File: src/rtl/ps2_pkg.sv
`default_nettype none
// +----------------------------------------------------------------------------+
// | Module   : ps2_pkg                                                         |
// | Purpose  : Shared definitions for the PS/2 keyboard transmitter: frame     |
// |            size, FSM state encoding and frame/parity helpers.              |
// | Revision : 1.0 - initial release                                           |
// +----------------------------------------------------------------------------+
package ps2_pkg;

  // start + 8 data + parity + stop
  localparam int FRAME_BITS = 11;

  typedef enum logic [2:0] {
    ST_IDLE    = 3'd0,
    ST_HIGH    = 3'd1,
    ST_LOW     = 3'd2,
    ST_GAP     = 3'd3,
    ST_INHIBIT = 3'd4
  } ps2_state_t;

  // PS/2 uses odd parity: the parity bit makes the total count of ones odd.
  function automatic logic odd_parity(input logic [7:0] data);
    return ~^data;
  endfunction

  // Frame word sent LSB first: bit 0 is the start bit, bit 10 the stop bit.
  function automatic logic [FRAME_BITS-1:0] build_frame(input logic [7:0] data);
    return {1'b1, odd_parity(data), data, 1'b0};
  endfunction

endpackage
`default_nettype wire

File: src/rtl/ps2_byte_fifo.sv
`default_nettype none
// +----------------------------------------------------------------------------+
// | Module   : ps2_byte_fifo                                                   |
// | Purpose  : Synchronous 8-bit FIFO with count-based full/empty detection.   |
// |            Head byte is visible on o_data while the FIFO is non-empty.     |
// | Ports    : clk, rst_n (async active-low), i_push/i_data, i_pop,            |
// |            o_data (head), o_full, o_empty                                  |
// | Revision : 1.0 - initial release                                           |
// +----------------------------------------------------------------------------+
module ps2_byte_fifo #(
  parameter int DEPTH = 8
) (
  input  logic       clk,
  input  logic       rst_n,
  input  logic       i_push,
  input  logic [7:0] i_data,
  input  logic       i_pop,
  output logic [7:0] o_data,
  output logic       o_full,
  output logic       o_empty
);

  localparam int c_AW = (DEPTH > 1) ? $clog2(DEPTH) : 1;

  logic [7:0]      r_mem [DEPTH];
  logic [c_AW-1:0] r_wr_ptr;
  logic [c_AW-1:0] r_rd_ptr;
  logic [c_AW:0]   r_count;

  logic w_full;
  logic w_empty;
  logic w_do_push;
  logic w_do_pop;

  assign w_full    = (r_count == (c_AW+1)'(DEPTH));
  assign w_empty   = (r_count == '0);
  assign w_do_pop  = i_pop & ~w_empty;
  // A push into a full FIFO still succeeds when the head leaves in the same cycle.
  assign w_do_push = i_push & (~w_full | w_do_pop);

  always_ff @(posedge clk) begin
    if (w_do_push) begin
      r_mem[r_wr_ptr] <= i_data;
    end
  end

  always_ff @(posedge clk or negedge rst_n) begin
    if (!rst_n) begin
      r_wr_ptr <= '0;
      r_rd_ptr <= '0;
      r_count  <= '0;
    end else begin
      if (w_do_push) begin
        r_wr_ptr <= r_wr_ptr + c_AW'(1);
      end
      if (w_do_pop) begin
        r_rd_ptr <= r_rd_ptr + c_AW'(1);
      end
      case ({w_do_push, w_do_pop})
        2'b10:   r_count <= r_count + (c_AW+1)'(1);
        2'b01:   r_count <= r_count - (c_AW+1)'(1);
        default: r_count <= r_count;
      endcase
    end
  end

  assign o_data  = r_mem[r_rd_ptr];
  assign o_full  = w_full;
  assign o_empty = w_empty;

endmodule
`default_nettype wire

File: src/rtl/ps2_keyboard_tx.sv
`default_nettype none
// +----------------------------------------------------------------------------+
// | Module   : ps2_keyboard_tx                                                 |
// | Purpose  : Device-side PS/2 keyboard transmitter. Queues scan codes on     |
// |            each rising edge of key_action and sends them as 11-bit PS/2    |
// |            frames, honouring host clock inhibit and an inter-frame gap.    |
// | Ports    : CLOCK_50, resetn (async active-low), key_action, scan_code,     |
// |            ps2_clk_inhibit -> ps2_clk, ps2_dat, busy, fifo_full, overflow  |
// | Revision : 1.0 - initial release                                           |
// +----------------------------------------------------------------------------+
module ps2_keyboard_tx
  import ps2_pkg::*;
#(
  parameter int CLK_DIV    = 2500,
  parameter int GAP        = 5000,
  parameter int FIFO_DEPTH = 8
) (
  input  logic       CLOCK_50,
  input  logic       resetn,
  input  logic       key_action,
  input  logic [7:0] scan_code,
  input  logic       ps2_clk_inhibit,
  output logic       ps2_clk,
  output logic       ps2_dat,
  output logic       busy,
  output logic       fifo_full,
  output logic       overflow
);

  localparam int c_PHASE_W = (CLK_DIV > 1) ? $clog2(CLK_DIV) : 1;
  localparam int c_GAP_W   = (GAP > 1) ? $clog2(GAP) : 1;

  // ---------------------------------------------------------------- key edge
  logic       r_key_q;
  logic       r_push;
  logic [7:0] r_push_data;
  logic       w_key_edge;

  assign w_key_edge = key_action & ~r_key_q;

  always_ff @(posedge CLOCK_50 or negedge resetn) begin
    if (!resetn) begin
      r_key_q     <= 1'b0;
      r_push      <= 1'b0;
      r_push_data <= 8'h00;
    end else begin
      r_key_q     <= key_action;
      r_push      <= w_key_edge;
      r_push_data <= scan_code;
    end
  end

  // -------------------------------------------------------------------- FIFO
  logic [7:0] w_head;
  logic       w_fifo_full;
  logic       w_fifo_empty;
  logic       w_pop;

  ps2_byte_fifo #(
    .DEPTH (FIFO_DEPTH)
  ) u_fifo (
    .clk     (CLOCK_50),
    .rst_n   (resetn),
    .i_push  (r_push),
    .i_data  (r_push_data),
    .i_pop   (w_pop),
    .o_data  (w_head),
    .o_full  (w_fifo_full),
    .o_empty (w_fifo_empty)
  );

  // --------------------------------------------------------------------- FSM
  ps2_state_t                r_state;
  ps2_state_t                w_state_next;
  logic [c_PHASE_W-1:0]      r_phase_cnt;
  logic [c_GAP_W-1:0]        r_gap_cnt;
  logic [3:0]                r_bit_idx;
  logic [FRAME_BITS-1:0]     r_shift;
  logic                      w_phase_done;
  logic                      w_gap_done;
  logic                      w_load;
  logic                      w_shift;

  assign w_phase_done = (r_phase_cnt == c_PHASE_W'(CLK_DIV - 1));
  assign w_gap_done   = (r_gap_cnt == c_GAP_W'(GAP - 1));

  always_comb begin
    w_state_next = r_state;
    w_load       = 1'b0;
    w_shift      = 1'b0;
    w_pop        = 1'b0;
    case (r_state)
      ST_IDLE: begin
        if (!w_fifo_empty && !ps2_clk_inhibit) begin
          w_state_next = ST_HIGH;
          w_load       = 1'b1;
        end
      end
      ST_HIGH: begin
        if (ps2_clk_inhibit) begin
          w_state_next = ST_INHIBIT;
        end else if (w_phase_done) begin
          w_state_next = ST_LOW;
        end
      end
      ST_LOW: begin
        if (ps2_clk_inhibit) begin
          w_state_next = ST_INHIBIT;
        end else if (w_phase_done) begin
          if (r_bit_idx == 4'(FRAME_BITS - 1)) begin
            // Byte is only released once its stop bit has fully gone out.
            w_state_next = ST_GAP;
            w_pop        = 1'b1;
          end else begin
            w_state_next = ST_HIGH;
            w_shift      = 1'b1;
          end
        end
      end
      ST_GAP: begin
        if (ps2_clk_inhibit || w_gap_done) begin
          w_state_next = ST_IDLE;
        end
      end
      ST_INHIBIT: begin
        // Aborted byte is still at the FIFO head and restarts from its start bit.
        if (!ps2_clk_inhibit) begin
          w_state_next = ST_GAP;
        end
      end
      default: begin
        w_state_next = ST_IDLE;
      end
    endcase
  end

  always_ff @(posedge CLOCK_50 or negedge resetn) begin
    if (!resetn) begin
      r_state     <= ST_IDLE;
      r_phase_cnt <= '0;
      r_gap_cnt   <= '0;
      r_bit_idx   <= 4'd0;
      r_shift     <= '1;
    end else begin
      r_state <= w_state_next;

      // Phase and gap counters restart on every state change.
      if (w_state_next != r_state) begin
        r_phase_cnt <= '0;
        r_gap_cnt   <= '0;
      end else begin
        if (r_state == ST_HIGH || r_state == ST_LOW) begin
          r_phase_cnt <= r_phase_cnt + c_PHASE_W'(1);
        end
        if (r_state == ST_GAP) begin
          r_gap_cnt <= r_gap_cnt + c_GAP_W'(1);
        end
      end

      if (w_load || w_state_next == ST_INHIBIT) begin
        r_bit_idx <= 4'd0;
      end else if (w_shift) begin
        r_bit_idx <= r_bit_idx + 4'd1;
      end

      if (w_load) begin
        r_shift <= build_frame(w_head);
      end else if (w_shift) begin
        r_shift <= {1'b1, r_shift[FRAME_BITS-1:1]};
      end
    end
  end

  // ------------------------------------------------------------ output regs
  // Lines follow the state one cycle later; a host inhibit overrides them
  // directly so the bus is released on the very next edge.
  logic r_ps2_clk;
  logic r_ps2_dat;
  logic r_busy;
  logic r_overflow;
  logic w_in_frame;

  assign w_in_frame = (r_state == ST_HIGH) || (r_state == ST_LOW);

  always_ff @(posedge CLOCK_50 or negedge resetn) begin
    if (!resetn) begin
      r_ps2_clk  <= 1'b1;
      r_ps2_dat  <= 1'b1;
      r_busy     <= 1'b0;
      r_overflow <= 1'b0;
    end else begin
      r_ps2_clk <= ps2_clk_inhibit | (r_state != ST_LOW);
      r_ps2_dat <= ps2_clk_inhibit | (w_in_frame ? r_shift[0] : 1'b1);
      r_busy    <= (r_state != ST_IDLE) | ~w_fifo_empty;
      if (r_push && w_fifo_full && !w_pop) begin
        r_overflow <= 1'b1;
      end
    end
  end

  assign ps2_clk   = r_ps2_clk;
  assign ps2_dat   = r_ps2_dat;
  assign busy      = r_busy;
  assign fifo_full = w_fifo_full;
  assign overflow  = r_overflow;

endmodule
`default_nettype wire

File: config.mk
export PLATFORM = sky130hd
export DESIGN_NAME = ps2_keyboard_tx
export DESIGN_NICKNAME = d
export VERILOG_FILES = /design/src/rtl/ps2_pkg.sv /design/src/rtl/ps2_byte_fifo.sv /design/src/rtl/ps2_keyboard_tx.sv
export SDC_FILE = /design/constraint.sdc
export NUM_CORES = 1
export LEC_CHECK = 0
export BUFFER_PORTS_ARGS = -buffer_cell sky130_fd_sc_hd__buf_2
export CAP_MARGIN = 20
export CORE_MARGIN = 4
export CORE_UTILIZATION = 59
export CTS_CLUSTER_SIZE = 10
export DETAILED_ROUTE_END_ITERATION = 6
export GPL_TIMING_DRIVEN = 0
export HOLD_SLACK_MARGIN = 0.15
export PLACE_DENSITY = 0.72
export SETUP_SLACK_MARGIN = 0.1
export SYNTH_ARGS = -nofsm -noshare
export SYNTH_HDL_FRONTEND = slang
export SYNTH_SLANG_ARGS = --single-unit
File: constraint.sdc
create_clock -name CLOCK_50 -period 7 [get_ports CLOCK_50]
set_input_delay 0.35 -clock CLOCK_50 [delete_from_list [all_inputs] [get_ports CLOCK_50]]
set_output_delay 0.35 -clock CLOCK_50 [all_outputs]
set_load 0.02 [all_outputs]
After elaboration in Yosys (flattened, before gate mapping) --
Memories as Yosys holds them, arrays and structs flattened. Cells that the tools add are included.
Operators by class: equal/unequal tests 13, $lt $le $gt $ge 0, multiplexer cells 31, divide/modulo/power cells 0, shift operators 0, bitwise operators 10, reduce and logical (&&, ||, !) cells 18, add/sub/neg operators 7, $mul 0
Operator list (number):
- 13-bit 2-to-1 mux | 2
- 12-bit 2-to-1 mux | 2
- 11-bit 2-to-1 mux | 2
- 3-bit 2-to-1 mux | 7
- 3-bit case mux with 5 select lines | 1
- 13-bit by 1-bit adder with 13-bit output (second input constant) | 1
- 13-bit == test (second input constant) | 1
- 1-bit 2-to-1 mux | 13
- 12-bit by 1-bit adder with 12-bit output (second input constant) | 1
- 12-bit == test (second input constant) | 1
- 2-bit nonzero test | 5
- 4-bit by 1-bit adder with 4-bit output (second input constant) | 2
- 4-bit == test (second input constant) | 2
- 4-bit 2-to-1 mux | 2
- 4-bit case mux with 2 select lines | 1
- 8-bit XNOR reduction | 1
- 3-bit by 1-bit adder with 3-bit output (second input constant) | 2
- 3-bit by 2-bit == test with 1-bit output (second input constant) | 2
- 3-bit == test (second input constant) | 2
- 4-bit zero test | 1
- 1-bit bitwise OR | 4
- 4-bit by 1-bit subtractor with 4-bit output (second input constant) | 1
- 1-bit AND | 3
- 3-bit by 1-bit == test with 1-bit output (second input constant) | 1
- other kinds (11) | 19
Storage, ports and cells: latch bits 0, input port bits 12, word-level logic and storage cells 95, memories 1, ROM bits 0, register bits after elaboration 67, bits in writable memories 64
Memories:
- u_fifo.r_mem | depth 8, bits a word 8, read ports 1, clocked after Yosys merged registers in 0, write ports 1, line ps2_byte_fifo.sv:25 | logic [7:0] r_mem [DEPTH];

Longest topological paths before layout --
Gate-level depths: netlist (run 1).
depth after elaboration 10, depth in mapped cells 11, depth with buffers taken out 11

By module --
From an unflattened synthesis (run 1), not the netlist that was laid out.
Unflattened totals: cell total of the unflattened synthesis 423, area, all modules 5906.9 sq um
By module, submodules not included:
- ps2_byte_fifo | cells each 159, times used 1, area each 3123.0 sq um
- ps2_keyboard_tx | cells each 264, times used 1, area each 2783.9 sq um

Least setup slack after synthesis (run 1) --
No wires, ideal clock.
kind register to register, from register r_phase_cnt[0], to memory u_fifo.r_mem[4][0], enable pin, period minus slack after synthesis 3.082 ns, data required time 6.602 ns, arrival time 2.684 ns, path slack 3.918 ns, cell stages (with the launch flop) 7, library setup time 0.398 ns, path through dfrtp_1 > ha_1 > or4b_4 > nor4_2 > nand2_2 > a21bo_2 > nor4b_1
Between the ends: longest elaborated chain between the ends 9
RTL lines:
- start, declared | line ps2_keyboard_tx.sv:75 | logic [c_PHASE_W-1:0] r_phase_cnt;
- start signal, assigned | line ps2_keyboard_tx.sv:153 | r_phase_cnt <= r_phase_cnt + c_PHASE_W'(1);
- 12-bit == test | line ps2_keyboard_tx.sv:84 | assign w_phase_done = (r_phase_cnt == c_PHASE_W'(CLK_DIV - 1));
- 1-bit 2-to-1 mux | line ps2_keyboard_tx.sv:109 | end else if (w_phase_done) begin
- 1-bit 2-to-1 mux | line ps2_keyboard_tx.sv:107 | if (ps2_clk_inhibit) begin
- 1-bit 2-to-1 mux | line ps2_keyboard_tx.sv:92 | case (r_state)
- 1-bit AND | line ps2_byte_fifo.sv:37 | assign w_do_pop = i_pop & ~w_empty;
- 1-bit bitwise OR | line ps2_byte_fifo.sv:39 | assign w_do_push = i_push & (~w_full | w_do_pop);
- 1-bit AND | line ps2_byte_fifo.sv:39
- 1-bit 2-to-1 mux | line ps2_byte_fifo.sv:42 | if (w_do_push) begin
- 1-bit 2-to-1 mux (implied by the code) | line ps2_byte_fifo.sv:43 | r_mem[r_wr_ptr] <= i_data;
- end, declared | line ps2_byte_fifo.sv:25
No other way between the ends.

Worst setup path after layout (run 1) --
from register r_phase_cnt[0], to memory u_fifo.r_mem[3][3], enable pin
The elaborated chain is that of the path after synthesis.

==> results by group, run 1 <==
Placement
  • Port buffer count: 16
  • Dpl hpwl: 7060 µm
  • GPL Wtd Cong: 0.788
  • Placement Setup Slack: between 3 and 4 ns

Drt
  • Iter 0 DRT Violations: 199
  • Remaining antenna violation count after routing: 0
  • DRC: 0
  • Via-per-instance ratio: 5.54
  • DRT Wirelength: 10400 µm
  • Drt wl/cell: between 15 and 20 µm
  • TritonRoute pass-1 iters: 4
  • Via count: 3505

GRT
  • Largest net degree at the start of global routing: 67
  • GRT Overall Usage: 0.200
  • Initial antenna violation count: 0
  • First-pass GRT wire length: 17600 µm
  • Vias in the first global route: approximately 3600
  • Grt ovf: 0

Hold path
  • Hold-critical path depth: 3
  • WHS Endpoint: r_state[2]
  • Hold crit path type: input pin to flop
  • Hold Crit Start: ps2_clk_inhibit

CTS
  • Num CTS Buffers: 17
  • Clk sink count: 130
  • Post-CTS Hold Buffers: 10
  • Worst-path clk slew: approximately 0.060 ns
  • Gates resized, CTS repair: 0
  • Max Root-Sink Buffers: 2
  • CTS Root Cell: clkbuf_8
  • Post-CTS setup buffer count: 0
  • Clk_lat worst skew: 0.53 ns
  • CTS tree: done
  • H-tree levels: 4

Logic synthesis
  • Synth Register Bits: 130
  • Synthesized cell area: a little under 0.006 mm²
  • Post-synthesis instance total: approximately 440
  • Sequential-to-total area share from yosys stat: 0.605
  • Asr flop ratio synth: 0.508
  • Synth cell types: 52
  • Top_reg_cell synth: edfxtp_1
  • Syn_nets: between 400 and 500
  • Ys Warns: 0
  • Post-synth EDFFs: 64
  • Post-synthesis average cell area: 13.6 µm²

Power and ir drop
  • Pwr/cell area: 322 mW/mm²
  • Maximum vdd drop: 0.000261 V
  • Leak Pwr: 2.58 nW

Critical path
  • Critical Path Source Type: flop
  • Internal reg-to-reg setup slack: 3.56 ns
  • Crit end category: flop
  • Required time worst endpoint: around 7.2 ns
  • Critical path class: flop to flop
  • CP max FO: 7
  • Worst EP arrival: 3.68 ns
  • R2R Path Start: r_phase_cnt[0]
  • RR Endpoint: u_fifo.r_mem[3][3]
  • Worst reg2reg path depth: 8

Timing
  • Tmin final: around 3.4 ns
  • Max Slew Vio Count: 0
  • Max Clock Freq: about 0.29 GHz
  • Worst Skew: 0.0130 ns
  • # setup viols final: 0
  • Hold Vio Cnt, Final: 0
  • Tcrit/Tclk final: 0.491
  • Setup TNS: 0 ns
  • RSZ-0062 raised after global routing: false
  • Slew headroom: 0.439
  • Worst-Margin Slew: 0.838 ns
  • Worst setup margin: 3.56 ns

Floorplanning
  • Core area: 0.00977 mm²
  • Die width: 108 µm
  • Rows: 36
  • Initial core utilization: 0.607
  • DIE AREA: 0.0117 mm²
  • IO Pins: 17
  • Die Y: 108 µm

Flow run
  • Max-cap viol count: 0

Layout
  • Nets: ~500
  • Commonest non-fill, non-tap cell in the layout: edfxtp_1
  • Antenna diodes: 0
  • Share of post-route cells with drive strength above 1: 0.214
  • Most frequent cells in the layout: 64 x edfxtp_1, 54 x dfrtp_1, 51 x nor2_1
  • Area growth, synth to finish: 16.3%

Outcome
  • Status: complete, no violations
[final cells by class]
class / count / area, µm²
fill: 694 / 2880
clock buffer: 18 / 418
clock inverter: 14 / 144
tap: 133 / 166
timing repair buffer: 32 / 223
inverter: 4 / 15.0
sequential: 130 / 3590
multi-input combinational: 286 / 2260
buffer: 16 / 80.1
[power breakdown]
part	switching [mW]	leakage, nW	internal (mW)
combinational	0.240	0.908	0.169
clock	0.349	0.264	0.482
sequential	0.0618	1.41	0.920
total	0.651	2.58	1.57
[cell usage after synthesis, types with 3 or more instances]
master / n / area share
a21oi_1: 6 / 0.0051
a221o_1: 9 / 0.015
and4_1: 5 / 0.0074
buf_1: 4 / 0.0025
buf_2: 4 / 0.0034
clkbuf_1: 6 / 0.0038
dfrtp_1: 54 / 0.23
dfstp_2: 12 / 0.053
edfxtp_1: 64 / 0.32
ha_1: 7 / 0.015
inv_1: 4 / 0.0025
mux2i_1: 19 / 0.032
mux4_2: 18 / 0.068
nand2_1: 31 / 0.020
nand3_1: 9 / 0.0076
nand4_1: 7 / 0.0074
nor2_1: 51 / 0.032
nor3_1: 5 / 0.0042
nor3b_1: 4 / 0.0051
o21ai_0: 12 / 0.010
or2_2: 3 / 0.0032
xnor2_1: 34 / 0.050
xor2_1: 32 / 0.047
[metal layers]
layer / part of all wire / track usage
met1: 0.45 / 0.256
met2: 0.52 / 0.333
met3: 0.024 / 0.0525
met4: 0.0087 / 0.0667
met5: 0 / 0
[critical path, stage by stage (launching register included)]
cell      delay, ns
dfrtp_1        0.39
ha_1           0.20
or4b_4         0.51
nor4_2         0.42
nand2_2        0.18
a21boi_1       0.35
nand2_1        0.19
nor3b_1        0.63
buf_4          0.28
[state kept, by name, indices dropped and copies added (netlist names)]
| register | flops |
|---|---|
| r_state | 3 |
| busy | 1 |
| u_fifo.r_rd_ptr | 3 |
| r_push | 1 |
| u_fifo.r_mem | 64 |
| ps2_clk | 1 |
| r_key_q | 1 |
| u_fifo.r_count | 4 |
| r_shift | 10 |
| r_push_data | 8 |
| r_bit_idx | 4 |
| r_gap_cnt | 13 |
| ps2_dat | 1 |
| overflow | 1 |
| u_fifo.r_wr_ptr | 3 |
| r_phase_cnt | 12 |
[cell families after synthesis]
logic type	share of synthesized area
fa+ha+maj	0.0148
xor+xnor	0.0975
buf+inv	0.0160
compound gates	0.0479
simple gates	0.116
flops	0.605
mux	0.102
[how the worst max path moves through the flow]
stage / from / endpoint / slack (ns) / cells past startpoint
after floorplan: r_phase_cnt[0] / u_fifo.r_mem[4][0] / 3.92 / 6
final: r_phase_cnt[0] / u_fifo.r_mem[3][3] / 3.56 / 8
after detailed placement: r_phase_cnt[0] / u_fifo.r_mem[3][4] / 3.57 / 8
after global placement: r_phase_cnt[0] / u_fifo.r_mem[4][6] / 2.91 / 6
after global routing: r_phase_cnt[0] / u_fifo.r_mem[3][7] / 3.28 / 8
after CTS: r_phase_cnt[0] / u_fifo.r_mem[3][7] / 3.53 / 8
[per-stage QoR]
| step | hold slack, ns | area (µm²) | utilization | std cells | power [mW] |
|---|---|---|---|---|---|
| 3_3_place_gp | 0.384 | 6180 | 0.632 | 585 | 1.38 |
| 4_1_cts | 0.153 | 6900 | 0.706 | 633 | 2.24 |
| 6_report | 0.182 | 6900 | 0.706 | 633 | 2.22 |
| 5_1_grt | 0.181 | 6900 | 0.706 | 633 | 2.33 |
| 2_1_floorplan | 0.0544 | 5930 | - | 436 | 1.29 |
| 3_5_place_dp | 0.393 | 6240 | 0.638 | 591 | 1.40 |
Power figures use the tool's default switching activity.
==> run 2: changes to the inputs <==
Settings changed: ABC_AREA set to 1, CORE_UTILIZATION 59 to 56.
Clock period 7 ns to 2.8 ns, I/O delays scaled along.
==> results by group, run 2 <==
Floorplanning
  • Die Y: 114 µm (was 108 µm)
  • Initial core utilization: 0.577 (was 0.607)
  • IO Pins: 17 (unchanged)
  • DIE AREA: 0.0130 mm² (was 0.0117 mm²)
  • Core area: 0.0109 mm² (was 0.00977 mm²)
  • Die width: 114 µm (was 108 µm)
  • Rows: 38 (was 36)

Logic synthesis
  • Asr flop ratio synth: 0.508 (unchanged)
  • Synthesized cell area: 0.00628 mm² (was 0.00593 mm²)
  • Ys Warns: 0 (unchanged)
  • Most common cell in the netlist: nand2_1 (was edfxtp_1)
  • Top cell type's share of synthesized area: 0.306 (was 0.324)
  • Synth cell types: 37 (was 52)
  • Syn_nets: 712 (was 455)
  • Post-synth EDFFs: 64 (unchanged)
  • Sequential-to-total area share from yosys stat: 0.571 (was 0.605)
  • Post-synthesis average cell area: 9.07 µm² (was 13.6 µm²)
  • Synth Register Bits: 130 (unchanged)
  • Top_reg_cell synth: edfxtp_1 (unchanged)
  • Post-synthesis instance total: 693 (was 436)
  • Top cells by area, synth: edfxtp_1 31%, dfrtp_1 22%, nand2_1 12% (was edfxtp_1 32%, dfrtp_1 23%, mux4_2 6.8%)
  • Commonest cells post-synth: 208 x nand2_1, 118 x inv_1, 64 x edfxtp_1 (was 64 x edfxtp_1, 54 x dfrtp_1, 51 x nor2_1)
  • Cell taking the most area after synthesis: edfxtp_1 (unchanged)

Drt
  • DRT Wirelength: 13400 µm (was 10400 µm)
  • Drt wl/cell: 14.9 µm (was 16.5 µm)
  • Iter 0 DRT Violations: 338 (was 199)
  • Via count: 4696 (was 3505)
  • Top Layer Used: met4 (unchanged)
  • DRC: 0 (unchanged)
  • DR WL met3: 807 µm (was 250 µm)
  • Remaining antenna violation count after routing: 0 (unchanged)
  • TritonRoute pass-1 iters: 5 (was 4)
  • Via-per-instance ratio: 5.23 (was 5.54)
  • Met1 WL: 5750 µm (was 4660 µm)
  • Metal2 WL: 6650 µm (was 5420 µm)

Power and ir drop
  • Maximum vdd drop: 0.000638 V (was 0.000261 V)
  • Pwr/cell area: 778 mW/mm² (was 322 mW/mm²)
  • Leak Pwr: 3.41 nW (was 2.58 nW)

Placement
  • Port buffer count: 16 (unchanged)
  • Dpl hpwl: 8680 µm (was 7060 µm)
  • Placement Setup Slack: -0.171 ns (was 3.57 ns)
  • GPL Wtd Cong: 0.884 (was 0.788)
  • Placement Cell Area: 0.00654 mm² (was 0.00624 mm²)

Flow run
  • Max-cap viol count: 0 (unchanged)

Layout
  • Most frequent cells in the layout: 208 x nand2_1, 118 x inv_1, 64 x edfxtp_1 (was 64 x edfxtp_1, 54 x dfrtp_1, 51 x nor2_1)
  • Largest Register: u_fifo.r_mem (unchanged)
  • Commonest non-fill, non-tap cell in the layout: nand2_1 (was edfxtp_1)
  • Area growth, synth to finish: 17.9% (was 16.3%)
  • Final Cell Area: 0.00741 mm² (was 0.00690 mm²)
  • Max reg flops: 64 (unchanged)
  • Antenna diodes: 0 (unchanged)
  • Share of post-route cells with drive strength above 1: 0.169 (was 0.214)
  • Largest registers: u_fifo.r_mem x64, r_gap_cnt x13, r_phase_cnt x12 (unchanged)
  • Filler cells: 837 (was 694)
  • Nets: 764 (was 506)
  • Final core utilization: 0.680 (was 0.706)

Critical path
  • Crit end category: flop (unchanged)
  • Critical path class: flop to flop (unchanged)
  • CP max FO: 8 (was 7)
  • Required time worst endpoint: 3.00 ns (was 7.24 ns)
  • Worst EP arrival: 2.72 ns (was 3.68 ns)
  • Critical Path Source Type: flop (unchanged)

Timing
  • RSZ-0062 raised after global routing: false (unchanged)
  • Hold Vio Cnt, Final: 0 (unchanged)
  • Max Slew Vio Count: 0 (unchanged)
  • Slew headroom: 0.419 (was 0.439)
  • # setup viols final: 0 (unchanged)
  • Worst-Margin Slew: 0.872 ns (was 0.838 ns)
  • Tmin final: 2.52 ns (was 3.44 ns)
  • Max Clock Freq: 0.397 GHz (was 0.291 GHz)
  • Worst setup margin: 0.281 ns (was 3.56 ns)
  • Tcrit/Tclk final: 0.900 (was 0.491)
  • Worst Skew: 0.00788 ns (was 0.0130 ns)
  • Hold_ws: 0.246 ns (was 0.182 ns)

CTS
  • CTS Root Cell: clkbuf_8 (unchanged)
  • Clk sink count: 130 (unchanged)
  • Max Root-Sink Buffers: 2 (unchanged)
  • Num CTS Buffers: 17 (unchanged)
  • H-tree levels: 4 (unchanged)
  • CTS tree: done (unchanged)
  • Clk_lat worst skew: 0.53 ns (about the same)
  • Worst-path clk slew: 0.07 ns (was 0.06 ns)

GRT
  • GRT Overall Usage: 0.221 (was 0.200)
  • First-pass GRT wire length: 22000 µm (was 17600 µm)
  • Vias in the first global route: 4605 (was 3573)
  • Initial antenna violation count: 0 (unchanged)
  • Grt ovf: 0 (unchanged)
  • Largest net degree at the start of global routing: 67 (unchanged)

Outcome
  • Status: complete, no violations (unchanged)

Hold path
  • Hold crit path type: input pin to async pin (was input pin to flop)
## run 2: layout make-up
cell class | count | area [µm²] | share of cell area
repair buffers | 33 | 313 | 0.0422
inverters | 123 | 462 | 0.0623
multi-input cells | 424 | 2210 | 0.298
well taps | 140 | 175 | 0.0236
clock inverters | 14 | 156 | 0.0211
flip-flops and latches | 130 | 3590 | 0.484
plain buffers | 16 | 86.3 | 0.0117
clock buffers | 18 | 418 | 0.0564
## run 2: kinds of logic after synthesis
family | Yosys count | share of synthesized area
buffers and inverters | 139 | 0.0872
adder cells (fa/ha/maj) | 7 | 0.0139
AO/OA/AOI/OAI | 21 | 0.0237
flip-flops | 130 | 0.571
AND/OR/NAND/NOR | 368 | 0.264
XOR/XNOR | 25 | 0.0348
multiplexers | 3 | 0.00478
## run 2: critical path, cell delays in order (launching register included)
cell and delay [ns]:
dfrtp_1 0.39, ha_1 0.21, nand2_1 0.08, nor3_2 0.16, nand2_1 0.13, inv_1 0.11, nand3_1 0.13, nand2_1 0.14
nand2_1 0.10, or2_1 0.38, nor2_4 0.34
## run 2: through the flow
stage,cells,power (mW),TNS (ns)
after floorplan,693,3.27,0
after global placement,849,3.51,-2.33
after detailed placement,849,3.57,-5.00
after CTS,892,5.72,-1.81
after global routing,898,6.07,0
final,898,5.77,0
## run 2: repair_timing
item                       CTS  global route
hold buffers                11             0
resized for setup            7            10
setup endpoints to repair   64            64
buffers inserted             0             6
pin swaps                    0             5
hold endpoints to repair    72             0
## run 2: path summary, 6_finish.rpt
path                       cells after the start                 end           start  slack, ns
max                                           10  u_fifo.r_mem[6][2]  r_phase_cnt[0]       0.28
min reg2reg                                    1              r_push         r_key_q       0.40
max in group asynchronous                      2      r_phase_cnt[2]          resetn       1.96
min                                            2      r_push_data[5]          resetn       0.25
max reg2reg                                   10  u_fifo.r_mem[6][2]  r_phase_cnt[0]       0.28
min in group CLOCK_50                          2      r_push_data[2]    scan_code[2]       0.25
## run 2: layer usage
layer  vias to the layer above  track usage
li1                       2310            -
met1                      2237        0.286
met2                       135        0.358
met3                        14       0.0653
met4                         0       0.0776
met5                         -            0
## run 2: power breakdown
group / internal (mW) / switching [mW] / total [mW]
combinational: 0.399 / 0.794 / 1.19
clock: 1.28 / 0.849 / 2.13
sequential: 2.29 / 0.151 / 2.44
total: 3.97 / 1.79 / 5.77
==> run 3: changes to the inputs <==
Settings changed: RECOVER_POWER set to 100.
==> results by group, run 3 (same netlist as run 2, synthesis figures left out) <==
CTS
  • Max Root-Sink Buffers: 2 (unchanged)
  • CTS tree: done (unchanged)
  • Clk sink count: 130 (unchanged)
  • CTS Root Cell: clkbuf_8 (unchanged)
  • Num CTS Buffers: 17 (unchanged)
  • Worst-path clk slew: 0.07 ns (about the same)
  • Clk_lat worst skew: 0.54 ns (was 0.53 ns)
  • H-tree levels: 4 (unchanged)

Power and ir drop
  • Maximum vdd drop: 0.000632 V (was 0.000638 V)
  • Leak Pwr: 3.39 nW (was 3.41 nW)
  • Pwr/cell area: 776 mW/mm² (was 778 mW/mm²)

Critical path
  • R2R Path Start: r_state[1] (was r_phase_cnt[0])
  • RR Endpoint: r_gap_cnt[4] (was u_fifo.r_mem[6][2])
  • Critical Path Source Type: flop (unchanged)
  • Worst EP arrival: 2.95 ns (was 2.72 ns)
  • Critical path class: flop to flop (unchanged)
  • Required time worst endpoint: 3.21 ns (was 3.00 ns)
  • Worst reg2reg path depth: 10 (unchanged)
  • CP max FO: 10 (was 8)
  • Crit end category: flop (unchanged)
  • Internal reg-to-reg setup slack: 0.26 ns (was 0.28 ns)

Timing
  • Hold Vio Cnt, Final: 0 (unchanged)
  • # setup viols final: 0 (unchanged)
  • Setup TNS: 0 ns (unchanged)
  • Worst-Margin Slew: 1.70 ns (was 0.872 ns)
  • RSZ-0062 raised after global routing: false (unchanged)
  • Slew headroom: -0.136 (was 0.419)
  • Max Slew Vio Count: 67 (was 0)
  • Tcrit/Tclk final: 0.906 (was 0.900)
  • Worst Skew: 0.00814 ns (was 0.00788 ns)
  • Max Clock Freq: 0.394 GHz (was 0.397 GHz)
  • Tmin final: 2.54 ns (was 2.52 ns)

GRT
  • Vias in the first global route: 4605 (unchanged)
  • Initial antenna violation count: 0 (unchanged)
  • Largest net degree at the start of global routing: 67 (unchanged)
  • Grt ovf: 0 (unchanged)
  • GRT Overall Usage: 0.221 (unchanged)
  • First-pass GRT wire length: 22000 µm (unchanged)

Floorplanning
  • Rows: 38 (unchanged)
  • Core area: 0.0109 mm² (unchanged)
  • IO Pins: 17 (unchanged)
  • Die width: 114 µm (unchanged)
  • Die Y: 114 µm (unchanged)
  • DIE AREA: 0.0130 mm² (unchanged)
  • Initial core utilization: 0.577 (unchanged)

Drt
  • Via count: 4674 (was 4696)
  • DRT Wirelength: 13300 µm (was 13400 µm)
  • DRC: 0 (unchanged)
  • TritonRoute pass-1 iters: 5 (unchanged)
  • Drt wl/cell: 14.8 µm (was 14.9 µm)
  • Iter 0 DRT Violations: 301 (was 338)
  • Remaining antenna violation count after routing: 0 (unchanged)
  • Via-per-instance ratio: 5.20 (was 5.23)

Hold path
  • WHS Endpoint: r_push_data[2]
  • Hold crit path type: input pin to flop (was input pin to async pin)
  • Hold Crit Start: scan_code[2]
  • Hold-critical path depth: 2

Layout
  • Filler cells: 852 (was 837)
  • Nets: 764 (unchanged)
  • Most frequent cells in the layout: 210 x nand2_1, 118 x inv_1, 64 x edfxtp_1 (was 208 x nand2_1, 118 x inv_1, 64 x edfxtp_1)
  • Area growth, synth to finish: 16.8% (was 17.9%)
  • Share of post-route cells with drive strength above 1: 0.140 (was 0.169)
  • Antenna diodes: 0 (unchanged)
  • Final Cell Area: 0.00734 mm² (was 0.00741 mm²)
  • Largest Register: u_fifo.r_mem (unchanged)
  • Largest registers: u_fifo.r_mem x64, r_gap_cnt x13, r_phase_cnt x12 (unchanged)
  • Commonest non-fill, non-tap cell in the layout: nand2_1 (unchanged)
  • Max reg flops: 64 (unchanged)

Placement
  • Dpl hpwl: 8680 µm (unchanged)
  • GPL Wtd Cong: 0.884 (unchanged)
  • Placement Cell Area: 0.00654 mm² (unchanged)
  • Port buffer count: 16 (unchanged)

Outcome
  • Status: finished, violations left (was complete, no violations)
  • Failing checks: capacitance limit, slew limit

Flow run
  • Max-cap viol count: 1 (was 0)
-- run 3: cell types whose count changed in the layout (fill, tap and decap cells not counted), moves of 2 or more --
cell / delta
nor2_1: +9
clkbuf_1: +8
nor2_2: -6
nor2_4: -3
buf_2: -7
nand2_1: +2
nand2_2: -2
-- run 3: worst max-delay path by stage --
stage | from | endpoint | slack (ns) | cells after the start
2_1_floorplan | r_phase_cnt[0] | u_fifo.r_mem[4][0] | 0.58 | 10
3_3_place_gp | r_bit_idx[0] | u_fifo.r_mem[4][5] | -0.12 | 9
3_5_place_dp | r_bit_idx[0] | u_fifo.r_mem[4][2] | -0.17 | 9
4_1_cts | r_bit_idx[0] | u_fifo.r_mem[1][2] | -0.08 | 10
5_1_grt | r_state[0] | r_gap_cnt[11] | 0.06 | 10
6_report | r_state[1] | r_gap_cnt[4] | 0.26 | 10
-- run 3: area by class of cell --
type / instances / area, µm² / share of cell area
Buffer: 16 / 78.8 / 0.0107
Clock buffer: 18 / 418 / 0.0570
Clock inverter: 14 / 156 / 0.0213
Inverter: 123 / 462 / 0.0629
Multi-Input combinational cell: 424 / 2160 / 0.294
Sequential cell: 130 / 3590 / 0.489
Tap cell: 140 / 175 / 0.0239
Timing Repair Buffer: 33 / 302 / 0.0411
-- run 3: layer usage --
metal | up-vias | track usage | wire length (µm)
met2 | 112 | 0.358 | 6630
met5 | - | 0 | 0
met3 | 22 | 0.0653 | 667
li1 | 2305 | - | -
met4 | 0 | 0.0776 | 201
met1 | 2235 | 0.286 | 5760
-- run 3: stage by stage --
stage / total power [mW] / worst slack, ns / std cells / util / hold slack, ns
after floorplan: 3.27 / 0.581 / 693 / - / -0.156
after global placement: 3.51 / -0.120 / 849 / 0.601 / 0.248
after detailed placement: 3.57 / -0.171 / 849 / 0.601 / 0.250
after CTS: 5.72 / -0.0833 / 892 / 0.666 / 0.221
after global routing: 5.99 / 0.0643 / 898 / 0.674 / 0.214
final: 5.69 / 0.262 / 898 / 0.674 / 0.243
-- run 3: critical path, stage by stage, from the launching register on --
cell and delay (ns):
dfrtp_1 0.45, nor2_1 0.17, nand2_1 0.09, nor3_1 0.48
clkinv_1 0.20, clkbuf_1 0.27, nand4_1 0.17, nand2_1 0.11
nand3_4 0.11, buf_2 0.31, nor2_2 0.05
-- run 3: power by group --
group | switching (mW) | internal (mW) | leakage, nW
sequential | 0.148 | 2.29 | 1.41
combinational | 0.761 | 0.361 | 1.71
clock | 0.847 | 1.28 | 0.274
total | 1.76 | 3.93 | 3.39
-- run 3: timing repair --
action                                 CTS  global route
setup endpoints to repair               64            64
pin swaps                                0             5
gates resized for setup                  7            10
endpoints found under the hold margin   72             0
hold buffers                            11             0
buffers inserted                         0             6
